===== config.mk =====
export PLATFORM = sky130hd
export DESIGN_NAME = lv_wdg_reg_scan
export DESIGN_NICKNAME = d
export VERILOG_FILES = /design/src/rtl/lv_wdg_scan_pkg.sv /design/src/rtl/lv_crc8_calc.sv /design/src/rtl/lv_wdg_reg_scan.sv
export SDC_FILE = /design/constraint.sdc
export NUM_CORES = 1
export LEC_CHECK = 0
export ABC_AREA = 1
export ABC_CLOCK_PERIOD_IN_PS = 4300
export CAP_MARGIN = 20
export CORE_AREA = 8 8 91 93
export CTS_CLUSTER_SIZE = 14
export DETAILED_ROUTE_END_ITERATION = 10
export DIE_AREA = 0 0 99 101
export PLACE_DENSITY = 0.72
export SETUP_SLACK_MARGIN = 0.1
export SYNTH_ARGS = -nofsm -noshare
export SYNTH_HDL_FRONTEND = slang
export SYNTH_SLANG_ARGS = --single-unit

===== constraint.sdc =====
create_clock -name i_clk -period 4.3 [get_ports i_clk]
set_clock_uncertainty 0.1 [all_clocks]
set_input_delay 1.29 -clock i_clk [delete_from_list [all_inputs] [get_ports i_clk]]
set_output_delay 1.29 -clock i_clk [all_outputs]
set_load 0.005 [all_outputs]

===== src/rtl/lv_wdg_scan_pkg.sv =====
// Shared types, CRC constants and the bit-serial CRC-8 helper for the watchdog
// register scan and the register file write path.
package lv_wdg_scan_pkg;

  typedef enum logic [1:0] {
    IDLE,
    REQ,
    CHK
  } scan_state_e;

  localparam logic [7:0]  LV_CRC8_POLY     = 8'h07;
  localparam logic [7:0]  LV_CRC8_INIT     = 8'hFF;
  localparam int unsigned LV_CRC8_MAX_BITS = 64;

  // Data is left-aligned: only the top nbits are consumed, MSB first.
  function automatic logic [7:0] lv_crc8(
    input logic [LV_CRC8_MAX_BITS-1:0] data,
    input int unsigned                 nbits
  );
    logic [7:0] crc;
    logic       fb;
    logic [5:0] idx;
    crc = LV_CRC8_INIT;
    for (int unsigned i = 0; i < LV_CRC8_MAX_BITS; i++) begin
      if (i < nbits) begin
        idx = 6'(LV_CRC8_MAX_BITS - 1 - i);
        fb  = crc[7] ^ data[idx];
        crc = {crc[6:0], 1'b0} ^ (fb ? LV_CRC8_POLY : 8'h00);
      end
    end
    return crc;
  endfunction

endpackage


===== src/rtl/lv_crc8_calc.sv =====
// Combinational CRC-8 (poly 0x07, init 0xFF, MSB first, no final XOR) over a
// DW-bit word.
module lv_crc8_calc
  import lv_wdg_scan_pkg::*;
#(
  parameter int unsigned DW = 15
) (
  input  logic [DW-1:0] i_data,
  output logic [7:0]    o_crc
);

  logic [LV_CRC8_MAX_BITS-1:0] data_al;

  always_comb begin
    data_al = LV_CRC8_MAX_BITS'(i_data) << (LV_CRC8_MAX_BITS - DW);
    o_crc   = lv_crc8(data_al, DW);
  end

endmodule


===== src/rtl/lv_wdg_reg_scan.sv =====
// Watchdog register-scan engine: periodically reads an address window through
// the arbiter scan port and checks each word against its stored CRC.
module lv_wdg_reg_scan
  import lv_wdg_scan_pkg::*;
#(
  parameter int unsigned       REG_AW          = 7,
  parameter int unsigned       REG_DW          = 8,
  parameter int unsigned       REG_CRC_W       = 8,
  parameter logic [REG_AW-1:0] SCAN_START_ADDR = 7'h00,
  parameter logic [REG_AW-1:0] SCAN_END_ADDR   = 7'h1F,
  parameter int unsigned       SCAN_PERIOD     = 1000,
  parameter int unsigned       ACK_TIMEOUT     = 64
) (
  input  logic                 i_clk,
  input  logic                 i_rst,
  input  logic                 i_scan_en,
  input  logic                 i_spi_rst_wdg,
  input  logic                 i_err_clr,
  output logic                 o_wdg_scan_rac_rd_req,
  output logic [REG_AW-1:0]    o_wdg_scan_rac_addr,
  input  logic                 i_rac_wdg_scan_ack,
  input  logic [REG_DW-1:0]    i_rac_wdg_scan_data,
  input  logic [REG_CRC_W-1:0] i_rac_wdg_scan_crc,
  output logic                 o_scan_crc_err,
  output logic                 o_scan_timeout,
  output logic                 o_scan_err_sticky,
  output logic [REG_AW-1:0]    o_scan_err_addr,
  output logic                 o_scan_done
);

  localparam int unsigned PER_W = (SCAN_PERIOD > 1) ? $clog2(SCAN_PERIOD) : 1;
  localparam int unsigned TMO_W = (ACK_TIMEOUT > 1) ? $clog2(ACK_TIMEOUT) : 1;

  localparam logic [PER_W-1:0] PER_LAST = PER_W'(SCAN_PERIOD - 1);
  localparam logic [TMO_W-1:0] TMO_LAST = TMO_W'(ACK_TIMEOUT - 1);

  scan_state_e          state;
  logic [PER_W-1:0]     per_cnt;
  logic [TMO_W-1:0]     tmo_cnt;
  logic [REG_DW-1:0]    data_q;
  logic [REG_CRC_W-1:0] crc_q;
  logic                 tmo_hit;
  logic [7:0]           crc_calc;
  logic [REG_CRC_W-1:0] crc_exp;

  lv_crc8_calc #(
    .DW (REG_AW + REG_DW)
  ) u_crc8 (
    .i_data ({o_wdg_scan_rac_addr, data_q}),
    .o_crc  (crc_calc)
  );

  always_comb begin
    crc_exp = REG_CRC_W'(crc_calc);
  end

  always_ff @(posedge i_clk) begin
    if (i_rst) begin
      state                 <= IDLE;
      per_cnt               <= '0;
      tmo_cnt               <= '0;
      data_q                <= '0;
      crc_q                 <= '0;
      tmo_hit               <= 1'b0;
      o_wdg_scan_rac_rd_req <= 1'b0;
      o_wdg_scan_rac_addr   <= SCAN_START_ADDR;
      o_scan_crc_err        <= 1'b0;
      o_scan_timeout        <= 1'b0;
      o_scan_err_sticky     <= 1'b0;
      o_scan_err_addr       <= '0;
      o_scan_done           <= 1'b0;
    end else begin
      o_scan_crc_err <= 1'b0;
      o_scan_timeout <= 1'b0;
      o_scan_done    <= 1'b0;

      // A same-cycle error record below overrides this clear.
      if (i_err_clr) begin
        o_scan_err_sticky <= 1'b0;
        o_scan_err_addr   <= '0;
      end

      if (!i_scan_en) begin
        state                 <= IDLE;
        per_cnt               <= '0;
        tmo_cnt               <= '0;
        tmo_hit               <= 1'b0;
        o_wdg_scan_rac_rd_req <= 1'b0;
        o_wdg_scan_rac_addr   <= SCAN_START_ADDR;
      end else begin
        unique case (state)
          IDLE: begin
            if (i_spi_rst_wdg) begin
              per_cnt <= '0;
            end else if (per_cnt == PER_LAST) begin
              per_cnt               <= '0;
              tmo_cnt               <= '0;
              state                 <= REQ;
              o_wdg_scan_rac_rd_req <= 1'b1;
              o_wdg_scan_rac_addr   <= SCAN_START_ADDR;
            end else begin
              per_cnt <= per_cnt + 1'b1;
            end
          end

          REQ: begin
            if (i_rac_wdg_scan_ack) begin
              data_q                <= i_rac_wdg_scan_data;
              crc_q                 <= i_rac_wdg_scan_crc;
              tmo_hit               <= 1'b0;
              o_wdg_scan_rac_rd_req <= 1'b0;
              state                 <= CHK;
            end else if (tmo_cnt == TMO_LAST) begin
              // Timeout passes through CHK with the compare suppressed so the
              // advance and the one-cycle request gap match the ack path.
              tmo_hit               <= 1'b1;
              o_wdg_scan_rac_rd_req <= 1'b0;
              o_scan_timeout        <= 1'b1;
              o_scan_err_sticky     <= 1'b1;
              if (!o_scan_err_sticky || i_err_clr) begin
                o_scan_err_addr <= o_wdg_scan_rac_addr;
              end
              state <= CHK;
            end else begin
              tmo_cnt <= tmo_cnt + 1'b1;
            end
          end

          CHK: begin
            if (!tmo_hit && (crc_q != crc_exp)) begin
              o_scan_crc_err    <= 1'b1;
              o_scan_err_sticky <= 1'b1;
              if (!o_scan_err_sticky || i_err_clr) begin
                o_scan_err_addr <= o_wdg_scan_rac_addr;
              end
            end
            tmo_hit <= 1'b0;
            tmo_cnt <= '0;
            if (o_wdg_scan_rac_addr == SCAN_END_ADDR) begin
              o_scan_done         <= 1'b1;
              per_cnt             <= '0;
              o_wdg_scan_rac_addr <= SCAN_START_ADDR;
              state               <= IDLE;
            end else begin
              o_wdg_scan_rac_addr   <= o_wdg_scan_rac_addr + 1'b1;
              o_wdg_scan_rac_rd_req <= 1'b1;
              state                 <= REQ;
            end
          end

          default: state <= IDLE;
        endcase
      end
    end
  end

endmodule


==> summary.md <==
| Metric | Value |
|---|---|
| CP Data Arrival Time | `3070 ps` |
| H-tree depth | `2` |
| Vias | `3329` |
| YS warnings | `0` |
| First-pass GRT wire length | `14100 µm` |
| Cell Int Power | `around 650 µW` |
| Wirelength per Cell | `12.6 µm` |
| FF-to-FF Start | `o_wdg_scan_rac_addr[5]` |
| Net Sw Power | `183 µW` |
| Mux cell area share after synthesis | `0` |
| Antenna-violating nets left | `0` |
| Std-Cell Rows | `31` |
| CP max FO | `30` |
| Simple logic cell fraction of the synthesized area | `0.319` |
| Critical path origin | `i_rac_wdg_scan_ack` |
| # hold bufs at CTS | `0` |
| Slew margin rel. | `0.336` |
| Total CTS buffers | `5` |
| Initial antenna violation count | `0` |
| Synth Register Bits | `between 50 and 60` |
| Post-DP HPWL | `6130 µm` |
| Vias in the first global route | `around 3.2k` |
| CP max-delay cell | `nand3_1` |
| Net Sw Frac | `0.219` |
| Syn Inst Count | `524` |
| R2r endpoint | `o_scan_err_sticky` |
| Worst hold stages | `2` |
| Pin count of the biggest net entering global routing | `31` |
| Yosys top cell by area | `dfxtp_1` |
| Tcrit/Tclk final | `0.698` |
| DR iter-0 viols | `180` |
| Part of the power in registers | `0.599` |
| Synth area leaders | `dfxtp_1, nand2_1, inv_1` |
| DRC viols | `0` |
| CTS resizes | `0` |
| Cell Chain, Critical Path | `clkdlybuf4s50_1 -> nand3_1 -> o21ai_0 -> a21oi_1` |
| Cell variety after synth | `40` |
| Final instance area | `0.00390 mm²` |
| Drt first pass iters | `5` |
| Clock sink count | `54` |
| Clock slew at reported path FFs | `roughly 100 ps` |
| Fin crit period | `3000 ps` |
| Max Buffers Root-to-Sink | `2` |
| Power share of the clock group | `0.352` |
| Crit path capture type | `flop` |
| Final Hold Vio Count | `0` |
| Slew Viols, Final | `0` |
| XOR/XNOR Fraction of Synth Area | `0.0263` |
| Cell area after synthesis | `0.00333 mm²` |
| Initial Util | `0.480` |
| Net Count, Synth | `558` |
| Diodes inserted | `0` |
| Post-Synth Adder-Cell Area | `0.0451` |
| Setup violators final | `0` |
| Root Buffer | `clkbuf_8` |
| CP startpoint kind | `input port` |
| Die W | `99 µm` |
| Max cap viols | `0` |
| All-Layer GR Usage | `0.168` |
| CTS tree | `built` |
| HP Class | `reg2reg` |
| Comb pwr share | `0.048` |
| Mean Syn Cell Area | `~6.4 µm²` |
| RSZ-0062 raised after global routing | `false` |
| R2R setup slack | `around 1700 ps` |
| Worst vdd ir | `163 µV` |
| WS Path Type | `in2reg` |
| Setup TNS | `0 ps` |
| Placed inst area | `0.00381 mm²` |
| R2R depth | `17` |
| Vias per inst | `5.15` |
| Post-CTS Setup Inserts | `0` |
| Leak Pwr | `1.84 nW` |
| Synth Area in Compound Gates | `0.169` |
| I/O pin count | `41` |
| CP max stage delay | `710 ps` |
| Clock Latency Late Sink | `310 ps` |
| Synth top area share | `0.324` |
| P per Cell Area | `between 200 and 250 mW/mm²` |
| CP required | `4370 ps` |
| Nets@finish | `around 600` |
| Core area | `0.00694 mm²` |
| I/O Buffers | `40` |
| Status | `completed` |
| Area Overhead vs Synth | `17.0%` |
| Fmax | `0.333 GHz` |
| Seq/Total Area, Yosys | `0.324` |
| Total wire length | `just over 8000 µm` |
| Die ar. | `around 0.01 mm²` |
| Layout cell share with drive strength beyond 1 | `0.0532` |
| Largest family of logic cells by synthesized area | `simple AND/OR/NAND/NOR gates` |
| Slew @ Worst Pin | `between 900 and 1000 ps` |
| Die H | `101 µm` |
| Final GP Congestion | `0.854` |
| Crit path to | `data_q[5]` |
| Overflow after GRT | `0` |
synthesized netlist by cell type (all sizes together):
cell type  number
a211oi          1
a21oi          48
a221oi          2
a22oi           2
a32oi           1
and2            1
buf             4
clkbuf          8
clkinv          2
dfxtp          54
ha             12
inv            86
nand2         149
nand3          46
nand3b          1
nand4           1
nor2           29
nor3            9
nor3b           2
nor4            1
o211ai          1
o21ai          49
o21bai          1
o41ai           1
or2             3
xnor2           3
xor2            7
kinds of logic (layout without fill, tap and decap cells):
group / Yosys count / after routing
buffers and inverters: 100 / 140
and+or+nand+nor: 242 / 242
DFF: 54 / 54
AOI/OAI and AO/OA: 106 / 106
xor gates and xnor gates: 10 / 10
adders and majority gates: 12 / 12
power groups by stage:
stage	clock (mW)	sequential, mW	combinational, mW
floorplan	0	0.512	0.0142
global placement	0	0.512	0.0403
detailed placement	0	0.512	0.0401
CTS	0.309	0.501	0.0405
global route	0.322	0.501	0.0441
finish	0.294	0.501	0.0403
through the flow:
| step | hold slack, ps | setup WS [ps] | instances | total power, mW | util |
|---|---|---|---|---|---|
| final | 359 | 1300 | 646 | 0.835 | 0.562 |
| after global routing | 387 | 1100 | 646 | 0.867 | 0.562 |
| after CTS | 365 | 1310 | 646 | 0.850 | 0.562 |
| after detailed placement | 350 | 972 | 638 | 0.552 | 0.548 |
| after global placement | 339 | 1050 | 638 | 0.553 | 0.548 |
| after floorplan | 335 | 1800 | 524 | 0.526 | - |
placed cells by master, fill, tap and decap left out, drive strengths merged, types with 2 or more instances in the layout:
cell           count
nor2              29
inv               86
or2                3
a22oi              2
clkinv             3
nor3b              2
clkdlybuf4s50     40
o21ai             49
xnor2              3
a221oi             2
clkbuf             7
buf                4
dfxtp             54
nand3             46
nor3               9
a21oi             48
xor2               7
ha                12
nand2            149
state kept, by name, indices dropped and copies added, names as in the netlist:
name and count:
crc_q 8, data_q 8, o_scan_crc_err 1, o_scan_done 1, o_scan_err_addr 7, o_scan_err_sticky 1
o_scan_timeout 1, o_wdg_scan_rac_addr 7, o_wdg_scan_rac_rd_req 1, per_cnt 10, state 2, tmo_cnt 6
tmo_hit 1
per-layer routing:
metal,wire length (µm),up-vias,share of wire,GRT usage
li1,-,1747,-,-
met1,3840,1514,0.47,0.203
met2,3760,61,0.46,0.293
met3,418,7,0.052,0.0345
met4,95,0,0.012,0.0460
met5,0,-,0,0
critical path, delay by kind of cell:
kind | cells | cell delay [ps]
simple gates | 1 | 710
compound gates | 2 | 530
buf+inv | 1 | 530
area by class of cell:
type / instances / area, µm²
inverters: 88 / 330
multi-input cells: 370 / 1860
well taps: 82 / 103
repair buffers: 44 / 430
fillers: 685 / 3040
flip-flops and latches: 54 / 1080
clock buffers: 7 / 86.3
clock inverters: 1 / 5.00
worst min-delay path by stage:
stage                           from                    end  slack [ps]
4_1_cts        o_wdg_scan_rac_rd_req  o_wdg_scan_rac_rd_req         370
2_1_floorplan              data_q[1]              data_q[1]         340
3_3_place_gp   o_wdg_scan_rac_rd_req  o_wdg_scan_rac_rd_req         340
3_5_place_dp   o_wdg_scan_rac_rd_req  o_wdg_scan_rac_rd_req         350
5_1_grt        o_wdg_scan_rac_rd_req  o_wdg_scan_rac_rd_req         390
6_report       o_wdg_scan_rac_rd_req  o_wdg_scan_rac_rd_req         360
Power figures use the tool's default switching activity.
